**src/rtl/seq_det_param.sv**
```systemverilog
// seq_det_param - parameterised serial pattern detector with registered match pulse
// Optional saturating match counter enabled by macro SEQ_DET_CNT_EN.
module seq_det_param #(
  parameter int          N       = 3,
  parameter logic [N-1:0] PATTERN = 3'b101,
  parameter bit          OVERLAP = 1'b1,
  parameter int          CNT_W   = 8
) (
  input  logic             clk,
  input  logic             rst,
  input  logic             i,
  input  logic             en,
  input  logic             clr,
  output logic             q,
  output logic [CNT_W-1:0] match_cnt
);

  localparam int          SW  = (N > 2) ? $clog2(N) : 1;
  localparam logic [31:0] PAT = 32'(PATTERN);

  // First len bits of the pattern as an MSB-first number.
  function automatic logic [31:0] prefix(input int len);
    return PAT >> (N - len);
  endfunction

  function automatic logic [31:0] low_mask(input int len);
    return (32'd1 << len) - 32'd1;
  endfunction

  // Longest pattern prefix that ends the string "prefix(k) followed by b".
  function automatic int advance(input int k, input logic b);
    logic [31:0] s;
    int          r;
    s = (prefix(k) << 1) | {31'd0, b};
    r = 0;
    for (int len = 1; len <= N; len++) begin
      if (len <= k + 1 && (s & low_mask(len)) == prefix(len)) r = len;
    end
    return r;
  endfunction

  function automatic int border();
    int r;
    r = 0;
    for (int len = 1; len < N; len++) begin
      if ((PAT & low_mask(len)) == prefix(len)) r = len;
    end
    return r;
  endfunction

  localparam int RESTART = OVERLAP ? border() : 0;

  typedef enum logic [SW-1:0] {S_IDLE = '0} state_t;

  state_t      state;
  int          adv;
  logic        hit;
  logic [SW-1:0] nxt;

  always_comb begin
    adv = advance(int'(state), i);
    hit = (adv == N);
    nxt = hit ? SW'(RESTART) : SW'(adv);
  end

  always_ff @(posedge clk) begin
    if (rst) begin
      state <= S_IDLE;
      q     <= 1'b0;
    end else if (en) begin
      state <= state_t'(nxt);
      q     <= hit;
    end else begin
      q     <= 1'b0;
    end
  end

`ifdef SEQ_DET_CNT_EN
  // clr wins over a coincident match.
  always_ff @(posedge clk) begin
    if (rst || clr) begin
      match_cnt <= '0;
    end else if (en && hit && match_cnt != {CNT_W{1'b1}}) begin
      match_cnt <= match_cnt + 1'b1;
    end
  end
`else
  logic unused_clr;
  assign unused_clr = clr;
  assign match_cnt  = '0;
`endif

endmodule

```
**config.mk**
```make
export PLATFORM = sky130hd
export DESIGN_NAME = seq_det_param
export DESIGN_NICKNAME = d
export VERILOG_FILES = /design/src/rtl/seq_det_param.sv
export SDC_FILE = /design/constraint.sdc
export NUM_CORES = 1
export LEC_CHECK = 0
export BUFFER_PORTS_ARGS = -buffer_cell sky130_fd_sc_hd__buf_2
export CAP_MARGIN = 20
export CORE_AREA = 10 10 47 49
export CTS_BUF_LIST = sky130_fd_sc_hd__clkbuf_8
export DETAILED_ROUTE_END_ITERATION = 8
export DIE_AREA = 0 0 57 59
export MAX_ROUTING_LAYER = met4
export PLACE_DENSITY = 0.36
export SYNTH_ARGS = -nofsm -noshare
export SYNTH_HDL_FRONTEND = slang
export SYNTH_SLANG_ARGS = --single-unit
```
**constraint.sdc**
```tcl
create_clock -name clk -period 1.8 [get_ports clk]
set_input_delay 0.27 -clock clk [delete_from_list [all_inputs] [get_ports clk]]
set_output_delay 0.27 -clock clk [all_outputs]
set_load 0.005 [all_outputs]
```
==> run_results.csv, run 1 <==
group,metric,value,unit
timing,rsz0062_at_grt,"no",
logic_synthesis,yosysSeqAreaShare,0.356,
floorplanning,ios,14,
detailed_routing,drt-initial-drc-count,2,
floorplanning,die_area,3360,µm²
global_routing,antenna_found_initial,0,
detailed_routing,vias,123,
timing,finalCriticalPeriod,881,ps
setup_path,crit_buf_inv,1,
clock_tree,clock_latency,210,ps
power,switchingPower,50.2,µW
logic_synthesis,ys_ff_latch,3,
setup_path,end_kind,"primary output",
setup_path,reg2reg_to,"state[1]",
logic_synthesis,synth_edf_count,0,
worst_hold_path,hold_start,"rst",
power,ir_worst_vdd,0.237,mV
finish,syn_to_final_growth,30.4,%
detailed_routing,routed_wl,340,µm
clock_tree,tritoncts,"built",
place,dp_hpwl,276,µm
clock_tree,clk_path_buf_depth,2,
finish,n_antenna_cell,0,
floorplanning,rows,14,
setup_path,startpoint,"q",
place,portBuffers,4,
logic_synthesis,syn_area,169,µm²
timing,fin_ws,919,ps
timing,max_freq,1.14,GHz
finish,drive_gt1_frac,0.269,
worst_hold_path,hold_class,"input pin to register",
setup_path,critPathKind,"register to primary output",
floorplanning,coreArea,1400,µm²
logic_synthesis,yosys_warnings,0,
timing,report.final.slew_viol_count,0,
setup_path,reg2regPathDepth,2,
setup_path,r2r_slack,1180,ps
place,dp_worst_setup_slack,1060,ps
logic_synthesis,synth_top_flop_cell,"dfxtp_1",
setup_path,r2r-start,"state[0]",
setup_path,critPathSlowestCell,"dfxtp_1",
clock_tree,htree_levels,1,
floorplanning,die_height,59,µm
floorplanning,chipWidth,57,µm
flow_run,cap_violations,0,
setup_path,critPathTopFamily,"flip-flops",
global_routing,grt.overflow.total,0,
power,pwr-share-comb,0.050,
finish,layout.nets,32,
logic_synthesis,synth_top_cells_by_count,"buf_4, dfxtp_1, nor2_1",
power,seqPwrFrac,0.260,
clock_tree,clock_sinks,3,
detailed_routing,wl_per_cell,8.10,µm
global_routing,grt_pass1_wl,510,µm
setup_path,crit_required,1530,ps
logic_synthesis,synth.area.top_cells,"dfxtp_1, buf_4, mux2i_1",
logic_synthesis,synthArstFlopShare,0,
worst_hold_path,worstHoldEndpoint,"state[1]",
setup_path,crit_path_cell_trace,"buf_2",
setup_path,slowest_delay,280,ps
power,switching_share,0.187,
place,gp_congestion,0.668,
logic_synthesis,synth_largest_area_cell,"dfxtp_1",
power,pwr_density_cell,1220,nW/µm²
setup_path,crit_fanout,1,
power,p_leak,0.110,nW
timing,fin_crit_sh,0.489,
timing,skew,1.12,ps
logic_synthesis,synth.avg_cell_area,8.89,µm²
worst_hold_path,min_delay_path_depth,2,
setup_path,arrival,610,ps
logic_synthesis,ys_types,9,
detailed_routing,dr.pass1.iters,2,
clock_tree,clk_pin_slew,30,ps
clock_tree,cts_setup_buffers,0,
global_routing,grt_usage,0.0244,
logic_synthesis,synth_top_area_share,0.356,
detailed_routing,routed_via_density,2.93,
logic_synthesis,synth_cells,19,
setup_path,start_kind,"register",
status,outcome,"finished clean",
clock_tree,cts_resized,0,
timing,final.setup.tns,0,ps
power,p_int,219,µW
power,clock_power_share,0.690,
global_routing,grt_pass1_vias,125,
global_routing,grt_max_degree,5,
timing,finalHoldViolations,0,
timing,finalSetupViolCount,0,
clock_tree,cts-hold-fix-buffers,0,
detailed_routing,detail-route-antenna-nets,0,
logic_synthesis,yosysMostFrequentCell,"buf_4",
clock_tree,root_buffer,"clkbuf_8",
detailed_routing,drc,0,
clock_tree,cts-buffers-inserted,3,
floorplanning,start_util,0.121,
finish,fill_cells,166,
==> cell families (layout without fill, tap and decap cells) <==
kind of cell,after synthesis,count (layout),share of synthesized area
other,1,8,0.0222
and+or+nand+nor,5,5,0.178
muxes,1,1,0.0593
AOI/OAI and AO/OA,1,1,0.0296
buffers and inverters,8,8,0.356
DFF,3,3,0.356
==> power by group through the flow <==
stage	combinational, mW	clock, mW	sequential (mW)
floorplan	0.0197	0	0.0706
global placement	0.0126	0	0.0710
detailed placement	0.0124	0	0.0708
CTS	0.0124	0.193	0.0700
global route	0.0153	0.202	0.0702
finish	0.0133	0.186	0.0700
==> state kept, by name, indices dropped and copies added, names as in the netlist <==
register and cells:
q 1, state 2
==> per-stage QoR <==
step	hold slack, ps	cell area (µm²)	util	power, mW	cells
floorplan	339	195	-	0.0904	26
global placement	433	175	0.125	0.0836	38
detailed placement	429	175	0.125	0.0832	38
CTS	240	220	0.157	0.276	42
global route	250	220	0.157	0.288	42
finish	247	220	0.157	0.269	42
==> metal layers <==
| layer | global-route usage | wire length [µm] | vias to the layer above |
|---|---|---|---|
| met5 | - | 0 | - |
| met4 | 0.0201 | 5 | 0 |
| met3 | 0.0408 | 58 | 2 |
| met2 | 0.0140 | 78 | 13 |
| met1 | 0.0249 | 197 | 48 |
| li1 | - | - | 60 |
==> placed cells by master, fill, tap and decap left out <==
cell type	count
nor2_1	2
conb_1	8
inv_1	1
nand2b_1	1
buf_2	4
a21oi_1	1
clkbuf_8	3
nand3b_1	1
dfxtp_1	3
nand4b_1	1
mux2i_1	1
==> layout make-up <==
cell class              instances  area (µm²)  area share
clock buffers                   3        41.3       0.188
clock inverters                 1        3.75      0.0170
multi-input cells              15        75.1       0.341
flip-flops and latches          3        60.1       0.273
well taps                      16        20.0      0.0909
repair buffers                  4        20.0      0.0909
==> how the worst max path moves through the flow <==
| stage | to | slack (ps) | depth (start not counted) |
|---|---|---|---|
| 4_1_cts | q | 910 | 1 |
| 3_5_place_dp | state[1] | 1060 | 3 |
| 6_report | q | 920 | 1 |
| 2_1_floorplan | state[1] | 1210 | 2 |
| 3_3_place_gp | state[1] | 1060 | 3 |
| 5_1_grt | q | 900 | 1 |
No activity file was read; power rests on OpenSTA's default activity.
==> run 2, diff against run 1 <==
ABC_AREA = 1   (was unset)
PLACE_DENSITY = 0.37   (was 0.36)
clock period = 0.9 ns   (was 1.8 ns; I/O delays follow)
==> run 2 against run 1 <==
Effect of this change:
- clock power rose by 100%
- synthesized cell count rose by 21%
- hold slack got worse by 130 ps
- utilization rose by 0.63 points
- flip-flop and latch count did not move
- critical endpoint unchanged
- largest cell class unchanged
- largest power group unchanged
==> run_results.csv, run 2 <==
group,metric,value,unit
timing,rsz0062_at_grt,"no",
clock_tree,htree_levels,1,
detailed_routing,vias,123,
timing,final.setup.tns,0,ps
setup_path,crit_fanout,1,
logic_synthesis,synth.area.top_cells,"dfxtp_1, buf_4, inv_1",
global_routing,grt_pass1_wl,579,µm
power,clock_power_share,0.684,
logic_synthesis,synth_top_area_share,0.338,
finish,n_antenna_cell,0,
finish,reg.largest.list,"state: 2 flops, q: 1 flops",
setup_path,critPathTopFamily,"flip-flops",
finish,regArea,60.1,µm²
timing,finalCriticalPeriod,748,ps
clock_tree,clk_path_buf_depth,2,
power,pwr_density_cell,2420,nW/µm²
detailed_routing,drc,0,
setup_path,end_kind,"primary output",
finish,multiInputGateArea,72.6,µm²
timing,report.final.slew_viol_count,0,
worst_hold_path,hold_class,"input pin to register",
finish,largest_reg_flops,2,
finish,mostFrequentLayoutCells,"conb_1, inv_1, buf_2",
logic_synthesis,synth.avg_cell_area,7.72,µm²
logic_synthesis,synth_largest_area_cell,"dfxtp_1",
logic_synthesis,synth_top_flop_cell,"dfxtp_1",
setup_path,r2r_slack,280,ps
detailed_routing,routed_via_density,2.67,
finish,syn_to_final_growth,28.9,%
global_routing,grt_usage,0.0266,
clock_tree,root_buffer,"clkbuf_8",
clock_tree,clock_latency,210,ps
status,outcome,"finished clean",
place,portBuffers,4,
power,ir_worst_vdd,0.463,mV
global_routing,antenna_found_initial,0,
logic_synthesis,syn_area,178,µm²
clock_tree,clock_sinks,3,
power,switchingPower,113,µW
clock_tree,cts-buffers-inserted,3,
floorplanning,die_area,3360,µm²
flow_run,cap_violations,0,
clock_tree,cts_setup_buffers,0,
global_routing,grt.overflow.total,0,
setup_path,crit_buf_inv,1,
clock_tree,clk_pin_slew,30,ps
detailed_routing,drt-initial-drc-count,1,
timing,skew,3.39,ps
logic_synthesis,yosysSeqAreaShare,0.338,
logic_synthesis,synth_top_cells_by_count,"buf_4, dfxtp_1, inv_1, nand2_1, a21oi_1",
logic_synthesis,yosys_warnings,0,
logic_synthesis,synth_edf_count,0,
setup_path,start_kind,"register",
detailed_routing,dr.pass1.iters,3,
power,seqPwrFrac,0.257,
detailed_routing,detail-route-antenna-nets,0,
power,p_leak,0.121,nW
power,switching_share,0.204,
clock_tree,cts-hold-fix-buffers,0,
power,pwr-share-comb,0.059,
timing,fin_ws,152,ps
floorplanning,rows,14,
floorplanning,chipWidth,57,µm
setup_path,crit_path_cell_trace,"buf_2",
timing,max_freq,1.34,GHz
timing,fin_crit_sh,0.831,
floorplanning,coreArea,1400,µm²
logic_synthesis,ys_types,9,
place,gp_congestion,0.611,
global_routing,grt_pass1_vias,137,
finish,drive_gt1_frac,0.267,
floorplanning,die_height,59,µm
floorplanning,start_util,0.127,
finish,final_common_cell,"conb_1",
clock_tree,cts_resized,0,
place,dp_worst_setup_slack,283,ps
logic_synthesis,ys_ff_latch,3,
setup_path,critPathSlowestCell,"dfxtp_1",
global_routing,grt_max_degree,4,
clock_tree,tritoncts,"built",
finish,top_register,"state",
finish,layout.nets,36,
logic_synthesis,synth_cells,23,
finish,fill_cells,165,
timing,finalHoldViolations,0,
setup_path,arrival,610,ps
logic_synthesis,yosysMostFrequentCell,"buf_4",
detailed_routing,routed_wl,363,µm
timing,finalSetupViolCount,0,
power,p_int,441,µW
setup_path,slowest_delay,280,ps
floorplanning,ios,14,
detailed_routing,wl_per_cell,7.89,µm
setup_path,crit_required,760,ps
logic_synthesis,synthArstFlopShare,0,
setup_path,critPathKind,"register to primary output",
[run 2: final timing paths]
path            start  endpoint  cells past startpoint
min reg2reg  state[1]         q                      2
max reg2reg  state[0]  state[1]                      2
max                 q         q                      1
min               rst         q                      2
[run 2: area by class of cell]
| cell class | count | share of cell area |
|---|---|---|
| clock buffers | 3 | 0.180 |
| well taps | 16 | 0.0874 |
| inverters | 3 | 0.0492 |
| repair buffers | 4 | 0.0874 |
| flip-flops and latches | 3 | 0.262 |
| clock inverters | 1 | 0.0164 |
| multi-input cells | 16 | 0.317 |
[run 2: cells by family after synthesis]
| group | count (synthesis) | share of synthesized area |
|---|---|---|
| AO/OA/AOI/OAI | 3 | 0.0986 |
| buffers and inverters | 11 | 0.401 |
| flip-flops | 3 | 0.338 |
| other | 1 | 0.0211 |
| AND/OR/NAND/NOR | 5 | 0.141 |
[run 2: through the flow]
stage / util / instances / instance area [µm²] / hold slack (ps) / power, mW
6_report: 0.163 / 46 / 229 / 116 / 0.554
5_1_grt: 0.163 / 46 / 229 / 111 / 0.589
4_1_cts: 0.163 / 46 / 229 / 110 / 0.562
3_5_place_dp: 0.131 / 42 / 184 / 336 / 0.176
3_3_place_gp: 0.131 / 42 / 184 / 344 / 0.176
2_1_floorplan: - / 30 / 204 / 204 / 0.189
[run 2: power groups by stage]
stage / registers [mW] / logic [mW] / clock network [mW]
final: 0.142 / 0.0330 / 0.379
after global routing: 0.143 / 0.0398 / 0.406
after CTS: 0.143 / 0.0314 / 0.388
after detailed placement: 0.144 / 0.0315 / 0
after global placement: 0.145 / 0.0314 / 0
after floorplan: 0.144 / 0.0450 / 0
[run 2: per-layer routing]
layer,global-route usage,vias to the layer above,share of wire
met3,0.0300,0,0.061
met4,0.0403,0,0
met5,-,-,0
met2,0.0155,8,0.37
met1,0.0283,49,0.57
li1,-,66,-
==> run 3, diff against run 2 <==
clock period = 0.8 ns   (was 0.9 ns; I/O delays follow)
==> run 3 against run 2 <==
Effect of this change:
- sequential power up 13%
- final area is the same
- critical path depth unchanged
- non-clock buffer count unchanged
- die area stayed put
- largest cell class unchanged
- highest routed layer unchanged
==> run_results.csv, run 3 (same netlist as run 2, synthesis figures left out) <==
group,metric,value,unit
clock_tree,cts-buffers-inserted,3,
global_routing,grt_max_degree,4,
flow_run,cap_violations,0,
detailed_routing,drc,0,
setup_path,crit_buf_inv,1,
detailed_routing,drt-initial-drc-count,1,
clock_tree,cts-hold-fix-buffers,0,
timing,finalSetupViolCount,0,
clock_tree,root_buffer,"clkbuf_8",
timing,report.final.slew_viol_count,0,
finish,utilization,0.163,
clock_tree,clock_sinks,3,
setup_path,end_kind,"primary output",
clock_tree,clock_latency,210,ps
setup_path,crit_path_cell_trace,"buf_2",
timing,skew,1.29,ps
setup_path,critPathKind,"register to primary output",
timing,final.setup.tns,0,ps
timing,fin_crit_sh,0.914,
detailed_routing,vias,124,
global_routing,grt_pass1_wl,593,µm
power,pwr_density_cell,2700,nW/µm²
detailed_routing,detail-route-antenna-nets,0,
global_routing,grt_usage,0.0271,
clock_tree,cts_resized,0,
global_routing,grt_pass1_vias,139,
floorplanning,die_area,3360,µm²
finish,n_antenna_cell,0,
clock_tree,clk_path_buf_depth,2,
finish,largest_reg_flops,2,
timing,fin_ws,69.1,ps
worst_hold_path,hold_class,"input pin to register",
clock_tree,htree_levels,1,
power,p_leak,0.121,nW
setup_path,critPathTopFamily,"flip-flops",
finish,top_register,"state",
setup_path,arrival,610,ps
floorplanning,rows,14,
finish,mostFrequentLayoutCells,"conb_1, inv_1, buf_2",
global_routing,grt.overflow.total,0,
finish,reg.largest.list,"state: 2 flops, q: 1 flops",
floorplanning,die_height,59,µm
floorplanning,coreArea,1400,µm²
place,gp_congestion,0.602,
global_routing,antenna_found_initial,0,
setup_path,crit_fanout,1,
place,dp_worst_setup_slack,186,ps
setup_path,crit_required,680,ps
clock_tree,tritoncts,"built",
floorplanning,chipWidth,57,µm
setup_path,start_kind,"register",
setup_path,critPathSlowestCell,"dfxtp_1",
floorplanning,start_util,0.127,
finish,fill_cells,167,
finish,syn_to_final_growth,28.9,%
place,portBuffers,4,
status,outcome,"finished clean",
setup_path,slowest_delay,280,ps
detailed_routing,routed_via_density,2.70,
detailed_routing,wl_per_cell,7.72,µm
timing,rsz0062_at_grt,"no",
timing,max_freq,1.37,GHz
timing,finalCriticalPeriod,731,ps
finish,layout.nets,36,
finish,final_common_cell,"conb_1",
clock_tree,cts_setup_buffers,0,
clock_tree,clk_pin_slew,30,ps
detailed_routing,routed_wl,355,µm
detailed_routing,dr.pass1.iters,2,
timing,finalHoldViolations,0,
floorplanning,ios,14,
finish,drive_gt1_frac,0.267,
power,ir_worst_vdd,0.558,mV
run 3: cell counts in the layout (fill, tap and decap cells not counted):
Identical to the previous run, type by type.
run 3: worst paths after layout:
path	end	cells after the start	from	slack (ps)
worst max register to register	state[1]	2	state[0]	190
worst max-delay path	q	1	q	70
worst min register to register	q	2	state[1]	450
worst min-delay path	q	2	rst	100
run 3: final cells by class:
type,count,area (µm²),share of cell area
clock buffer,3,41.3,0.180
multi-input combinational,16,72.6,0.317
timing repair buffer,4,20.0,0.0874
clock inverter,1,3.75,0.0164
inverter,3,11.3,0.0492
sequential,3,60.1,0.262
tap,16,20.0,0.0874
run 3: per-stage QoR:
step,hold slack [ps],cell area [µm²],instances,power (mW)
3_5_place_dp,326,184,42,0.198
2_1_floorplan,189,204,30,0.212
4_1_cts,101,229,46,0.632
3_3_place_gp,329,184,42,0.198
5_1_grt,104,229,46,0.663
6_report,104,229,46,0.617
run 3: power by group:
group	leakage, nW	switching [mW]	internal (mW)
clock network	0.0269	0.0939	0.326
logic	0.0696	0.0242	0.0127
registers	0.0246	0.00330	0.157
run 3: metal layers:
layer  track usage  routed length [µm]
met3        0.0322                  31
met1        0.0272                 193
met5             -                   0
met2        0.0171                 131
met4        0.0403                   0
